**config.mk**
```make
export PLATFORM = sky130hd
export DESIGN_NAME = hilo_muldiv_ctrl
export DESIGN_NICKNAME = d
export VERILOG_FILES = /design/src/rtl/hilo_muldiv_ctrl.sv
export SDC_FILE = /design/constraint.sdc
export NUM_CORES = 1
export LEC_CHECK = 0
export ABC_AREA = 1
export CORE_MARGIN = 4
export CORE_UTILIZATION = 30
export CTS_BUF_LIST = sky130_fd_sc_hd__clkbuf_8
export DETAILED_ROUTE_END_ITERATION = 8
export SYNTH_ARGS = -nofsm -noshare
export SYNTH_HDL_FRONTEND = slang
export SYNTH_SLANG_ARGS = --single-unit
```
**constraint.sdc**
```tcl
create_clock -name clk -period 4.42 [get_ports clk]
set_input_delay 0.884 -clock clk [delete_from_list [all_inputs] [get_ports clk]]
set_output_delay 0.884 -clock clk [all_outputs]
set_load 0.05 [all_outputs]
```
**src/rtl/hilo_muldiv_ctrl.sv**
```systemverilog
// hilo_muldiv_ctrl
//   Owns the architectural HI/LO registers and sequences MULT/MULTU/DIV/DIVU
//   through an external fixed-latency multiplier and an external handshaked
//   divider. MTHI/MTLO write HI/LO directly. MFHI/MFLO are never accepted
//   here; they only stall while an operation is in flight.
//
// Ports
//   clk, reset                     clock, synchronous active-high reset
//   en_EX, op_EX                   EX instruction valid / opcode (0..7)
//   rs_data_EX, rt_data_EX         forwarded operands
//   flush                          kills the EX op and any in-flight op
//   stall_EX                       hold EX while an op is in flight
//   mul_start/mul_signed/mul_a/b   multiplier request (start is one pulse)
//   mul_result                     product, valid MUL_LAT cycles after start
//   div_valid/div_ready            divider request handshake
//   div_signed/div_dividend/div_divisor  divider request payload
//   div_out_valid, div_quotient, div_remainder  divider result strobe
//   hi, lo                         architectural HI/LO
module hilo_muldiv_ctrl #(
    parameter int MUL_LAT = 2
) (
    input  logic        clk,
    input  logic        reset,
    input  logic        en_EX,
    input  logic [2:0]  op_EX,
    input  logic [31:0] rs_data_EX,
    input  logic [31:0] rt_data_EX,
    input  logic        flush,
    output logic        stall_EX,
    output logic        mul_start,
    output logic        mul_signed,
    output logic [31:0] mul_a,
    output logic [31:0] mul_b,
    input  logic [63:0] mul_result,
    output logic        div_valid,
    input  logic        div_ready,
    output logic        div_signed,
    output logic [31:0] div_dividend,
    output logic [31:0] div_divisor,
    input  logic        div_out_valid,
    input  logic [31:0] div_quotient,
    input  logic [31:0] div_remainder,
    output logic [31:0] hi,
    output logic [31:0] lo
);

    localparam logic [2:0] OP_MULT  = 3'd1;
    localparam logic [2:0] OP_MULTU = 3'd2;
    localparam logic [2:0] OP_DIV   = 3'd3;
    localparam logic [2:0] OP_DIVU  = 3'd4;
    localparam logic [2:0] OP_MTHI  = 3'd5;
    localparam logic [2:0] OP_MTLO  = 3'd6;

    typedef enum logic [2:0] {
        IDLE, MUL_WAIT, DIV_ISSUE, DIV_WAIT, DIV_DRAIN
    } state_t;

    typedef struct packed {
        logic        hi_we;
        logic        lo_we;
        logic [31:0] hi_d;
        logic [31:0] lo_d;
    } hilo_wr_t;

    state_t   state_q, state_d;
    logic [3:0] cnt_q;
    logic     accept;
    logic     mul_go, div_go;
    hilo_wr_t wr;

    assign stall_EX  = en_EX & (op_EX != 3'd0) & (state_q != IDLE);
    assign accept    = en_EX & ~flush & ~stall_EX &
                       (op_EX >= OP_MULT) & (op_EX <= OP_MTLO);
    // Request is a pure function of state, so a flush in DIV_ISSUE still
    // presents valid that cycle and a coincident ready completes the handshake.
    assign div_valid = (state_q == DIV_ISSUE);

    always_comb begin
        state_d  = state_q;
        mul_go   = 1'b0;
        div_go   = 1'b0;
        wr       = '0;
        case (state_q)
            IDLE: begin
                if (accept) begin
                    case (op_EX)
                        OP_MULT, OP_MULTU: begin
                            mul_go  = 1'b1;
                            state_d = MUL_WAIT;
                        end
                        OP_DIV, OP_DIVU: begin
                            // Divide by zero is architecturally a no-op.
                            if (rt_data_EX != 32'd0) begin
                                div_go  = 1'b1;
                                state_d = DIV_ISSUE;
                            end
                        end
                        OP_MTHI: begin
                            wr.hi_we = 1'b1;
                            wr.hi_d  = rs_data_EX;
                        end
                        OP_MTLO: begin
                            wr.lo_we = 1'b1;
                            wr.lo_d  = rs_data_EX;
                        end
                        default: ;
                    endcase
                end
            end
            MUL_WAIT: begin
                if (flush) begin
                    state_d = IDLE;
                end else if (cnt_q == 4'd0) begin
                    wr.hi_we = 1'b1;
                    wr.lo_we = 1'b1;
                    wr.hi_d  = mul_result[63:32];
                    wr.lo_d  = mul_result[31:0];
                    state_d  = IDLE;
                end
            end
            DIV_ISSUE: begin
                if (div_ready)  state_d = flush ? DIV_DRAIN : DIV_WAIT;
                else if (flush) state_d = IDLE;
            end
            DIV_WAIT: begin
                if (flush) begin
                    // A strobe in the flush cycle is the divider's last word;
                    // nothing remains to drain.
                    state_d = div_out_valid ? IDLE : DIV_DRAIN;
                end else if (div_out_valid) begin
                    wr.hi_we = 1'b1;
                    wr.lo_we = 1'b1;
                    wr.hi_d  = div_remainder;
                    wr.lo_d  = div_quotient;
                    state_d  = IDLE;
                end
            end
            DIV_DRAIN: begin
                if (div_out_valid) state_d = IDLE;
            end
            default: state_d = IDLE;
        endcase
    end

    always_ff @(posedge clk) begin
        if (reset) begin
            state_q      <= IDLE;
            cnt_q        <= 4'd0;
            mul_start    <= 1'b0;
            mul_signed   <= 1'b0;
            mul_a        <= 32'd0;
            mul_b        <= 32'd0;
            div_signed   <= 1'b0;
            div_dividend <= 32'd0;
            div_divisor  <= 32'd0;
            hi           <= 32'd0;
            lo           <= 32'd0;
        end else begin
            state_q   <= state_d;
            mul_start <= mul_go;
            if (mul_go) begin
                mul_a      <= rs_data_EX;
                mul_b      <= rt_data_EX;
                mul_signed <= (op_EX == OP_MULT);
                cnt_q      <= 4'(MUL_LAT);
            end else if (state_q == MUL_WAIT && cnt_q != 4'd0) begin
                cnt_q <= cnt_q - 4'd1;
            end
            if (div_go) begin
                div_dividend <= rs_data_EX;
                div_divisor  <= rt_data_EX;
                div_signed   <= (op_EX == OP_DIV);
            end
            if (wr.hi_we) hi <= wr.hi_d;
            if (wr.lo_we) lo <= wr.lo_d;
        end
    end

endmodule

```
# == Word-level counts from Yosys, hierarchy flattened ==
# Index checks and enable logic that the tools add are counted.
# totals
register_bits,202
output_inout_bits,197
# op_classes
add_sub_neg,1
order_cmp,2
n_eq_ne,15
muxes,31
n_bitwise,8
reduce_logical,12
# ops
operator,count
$mux W66,5
$pmux W66 S3,1
$mux W32,2
$reduce_bool A32 Y1,1
$mux W3,10
$pmux W3 S5,1
$eq A3 B2 Y1 const B,4
$eq A3 B3 Y1 const B,4
$mux W1,9
$and A1 B1 Y1,6
$eq A3 B1 Y1 const B,2
$ne A3 B3 Y1 const B,2
$pmux W3 S2,1
$reduce_bool A3 Y1,2
$reduce_or A2 Y1,3
$reduce_and A5 Y1,1
$logic_not A4 Y1,1
$mux W2,2
$reduce_bool A4 Y1,1
$sub A4 B1 Y4 const B,1
$ge A3 B1 Y1 const B,1
$le A3 B3 Y1 const B,1
$logic_not A3 Y1,1
$ne A3 B1 Y1 const B,1
other kinds (5),6

# == Logic depth before layout (Yosys ltp) ==
# logic_depth
depth_word,10
depth_mapped,11

# == Worst setup path after synthesis ==
# No wires, ideal clock.
# synth_timing
path_kind,reg-to-output
startpoint,reg state_q[1]
endpoint,out div_valid
t_arrival_ns,1.564
required_ns,3.536
slack_ns,1.972
path_stages_with_launch,3
n_path_buf,0
path_cell_list,dfxtp_1 > inv_1 > nor3_1
# synth_between
elab_chain_cells,1
# synth_lines
element,line_no,rtl
start: declaration,65,"state_t state_q, state_d;"
start signal: assignment,159,state_q <= state_d;
$eq A3 B2 Y1,76,assign div_valid = (state_q == DIV_ISSUE);
end: declaration,35,"output logic div_valid,"
# Every way passes these cells.

# == Worst setup path after layout ==
# layout_timing
startpoint,in op_EX[0]
endpoint,out stall_EX
# layout_between
elab_chain_cells,3
# layout_lines
element,line_no,rtl
start: declaration,25,"input logic [2:0] op_EX,"
$reduce_bool A3 Y1,71,assign stall_EX = en_EX & (op_EX != 3'd0) & (state_q != IDLE);
$and A1 B1 Y1 (2 in a row),71,
end: declaration,29,"output logic stall_EX,"
# Every way passes these cells.

==> key figures <==
Status
  • Status: completed

Setup path
  • Reg2reg end: lo[8]
  • Most frequent CP cell: clkdlybuf4s50_1
  • CP bufs+invs: 2
  • R2R cell count: 8
  • Kind of critical path: primary input to primary output
  • Critical Path AT: 2.75 ns
  • Worst-path cell chain: clkdlybuf4s50_1, nor2_1, nand2_1, and3_1, clkdlybuf4s50_1
  • CP peak stage delay: between 0.8 and 0.9 ns
  • Kind of cell adding the most delay to the critical path: buffers and inverters
  • Critical Path Sink: stall_EX
  • Worst path depth: 5
  • Worst Path Max Fanout: 6
  • R2R Setup Slk: 2.09 ns
  • Startpoint types: primary input
  • Worst R2R Start: state_q[0]
  • Critical Path Start: op_EX[0]
  • Crit path required time: 3.54 ns
  • Slowest CP cell: clkdlybuf4s50_1
  • Crit end category: primary output

Run
  • Maxcap violations: 0

Cells and area
  • Inserted Diodes: 0
  • Synth-to-layout area growth: 56.4%
  • Final nets: 1,894
  • Core Util, Final: 48.1%
  • Fin area: 14,000 sq um
  • Layout cell share with drive strength beyond 1: 5.12%

STA
  • Max Clk Rate: approximately 270 MHz
  • Rel. slew slack: 22.6%
  • Fin. Hold Viols: 0
  • Tcrit/Tclk final: 82.3%
  • Post-layout min period: about 3.6 ns
  • Worst-margin pin slew: 1.16 ns
  • Slew Viols, Final: 0
  • Hold slack final: 0.466 ns
  • Final TNS setup: 0 ns
  • Setup Viol. Count Final: 0
  • Clock skew: 0.0155 ns
  • RSZ-0062 raised after global routing: false

Floorplanning
  • Die height: 180 um
  • Horiz. Die Dim: 180 um
  • Site Rows: 62
  • Initial Util: 30.8%
  • Die area: 32,600 sq um
  • I/O pin count: 398
  • Floorplan core area: 29,000 sq um

Drt
  • DR vias/cell: 4.88
  • DR iter-0 viols: 585
  • Drt wl/cell: 18.3 um
  • Vias after detailed routing: 10,271
  • Drt total wl: just under 40,000 um
  • Final antenna-violating net count: 0
  • DRC: 0
  • DR pass1 iterations: 5

Clocking
  • Post-CTS Setup Bufs: 0
  • Insertion delay to the later sink of the worst-skew pair: 0.52 ns
  • Inserted Clock Buffers: 40
  • Clock buffer depth: 3
  • Post-cts resize count: 0
  • CTS clk-pin slew, worst paths: approximately 0.050 ns
  • CTS Hold Bufs: 0
  • H-tree depth: 2
  • Clock tree from TritonCTS: done
  • Clock Sinks: 202
  • Clk root buf: clkbuf_8

Synth
  • #FFs+latches synth: 202
  • Yosys warnings: 0
  • Sequential-to-total area share from yosys stat: 45.3%
  • Net Count, Synth: 1,535
  • Synth unique cells: 22
  • Avg Inst Size Synth: 6.70 sq um
  • Mapped cell area: 8920 sq um
  • Synth Instances: between 1,000 and 1,500

GRT
  • Gr ovfl total: 0
  • Number of global-route vias before repair: approximately 9,900
  • GRT Overall Usage: 22.3%
  • Initial antenna violation count: 3
  • First-pass GRT wire length: 58,300 um
  • Pin count of the biggest net entering global routing: a little over 90

Power and ir drop
  • Pwr Total: 6240 uW
  • Cell Pwr Density: 447 nW/um^2
  • LEAKAGE: between 0.005 and 0.006 uW
  • Peak VDD IR: 0.250 mV

Placed design
  • Port Buffer Count: 397
  • Gp weighted congestion: between 0.8 and 0.9
  • DP Area: 13,100 sq um
  • HPWL after DPL: 27,100 um

Worst hold path
  • Hold Path Class: flop to flop
[worst min-delay path by stage]
| stage | to | cells past startpoint | startpoint | slack, ns |
|---|---|---|---|---|
| final | div_dividend[15] | 2 | div_dividend[15] | 0.47 |
| after global routing | cnt_q[0] | 2 | cnt_q[0] | 0.49 |
| after CTS | div_dividend[15] | 2 | div_dividend[15] | 0.47 |
| after detailed placement | div_divisor[31] | 2 | div_divisor[31] | 0.46 |
| after global placement | div_dividend[22] | 2 | div_dividend[22] | 0.45 |
| after floorplan | cnt_q[0] | 2 | cnt_q[0] | 0.44 |
[cell usage after synthesis, drive strengths merged]
| master | number | share of area [%] |
|---|---|---|
| and3 | 1 | 0.070 |
| nand3 | 279 | 16 |
| buf | 46 | 2.7 |
| a22oi | 1 | 0.084 |
| a21oi | 4 | 0.22 |
| nor2 | 294 | 12 |
| nand2 | 228 | 9.6 |
| dfxtp | 202 | 45 |
| inv | 86 | 3.6 |
| o21ai | 130 | 7.3 |
| o31ai | 1 | 0.084 |
| nor3 | 6 | 0.39 |
| nor3b | 1 | 0.084 |
| clkbuf | 50 | 2.1 |
| xnor2 | 1 | 0.098 |
| ha | 2 | 0.28 |
[final cells by class]
| cell class | instances | area [sq um] |
|---|---|---|
| Timing Repair Buffer | 413 | 4120 |
| Clock inverter | 17 | 68.8 |
| Sequential cell | 202 | 4040 |
| Multi-Input combinational cell | 948 | 4180 |
| Tap cell | 384 | 480 |
| Fill cell | 2980 | 15100 |
| Clock buffer | 54 | 743 |
| Inverter | 86 | 328 |
[layer usage]
| layer | up-vias | global-route usage [%] | wire length [um] | share of wire (%) |
|---|---|---|---|---|
| met5 | - | 0 | 22 | 0.057 |
| met1 | 4732 | 28.4 | 16100 | 42 |
| met4 | 4 | 7.44 | 1210 | 3.1 |
| li1 | 5002 | - | - | - |
| met3 | 82 | 7.29 | 3660 | 9.5 |
| met2 | 451 | 35.9 | 17500 | 45 |
[power breakdown]
part	internal, uW	switching (uW)
combinational	730	1470
clock	1080	814
sequential	2040	114
[cells by family after synthesis]
kind of cell	Yosys count	synth area share, %
flip-flops	202	45.3
buffers and inverters	182	8.40
AO/OA/AOI/OAI	136	7.68
adder cells (fa/ha/maj)	2	0.280
AND/OR/NAND/NOR	809	38.2
XOR/XNOR	1	0.0982
[cells in the final DEF, fill, tap and decap left out]
master and instances:
nor2_1 291, nand3_2 1, inv_1 94, inv_2 4, and3_1 1, xnor2_1 1
buf_4 14, dfxtp_1 202, nand2_1 227, nor2_4 3, nor3b_1 1, inv_6 1
nor3_1 2, o21ai_0 115, a21oi_1 4, clkinv_2 4, nor3_4 1, a22oi_1 1
buf_12 2, clkdlybuf4s50_1 397, nand2_2 1, clkbuf_8 54, o31ai_1 1, ha_1 2
nand3_1 278, nor3_2 3, o21ai_1 15
[sequential cells by signal (all words and copies together) (netlist names)]
signal and flops:
cnt_q 4, div_dividend 32, div_divisor 32, div_signed 1, hi 32, lo 32, mul_a 32, mul_b 32
mul_signed 1, mul_start 1, state_q 3
[stage by stage]
step | instances | setup slack [ns]
floorplan | 1332 | 1.97
global placement | 2033 | 0.821
detailed placement | 2033 | 0.780
CTS | 2104 | 0.780
global route | 2104 | 0.683
finish | 2104 | 0.783
[worst min-delay path, delay by kind of cell (launching register included)]
kind             cells  cell delay, ns
and+or+nand+nor      2            0.11
DFF                  1            0.32
Note: power is estimated with default switching activity, not from simulation.
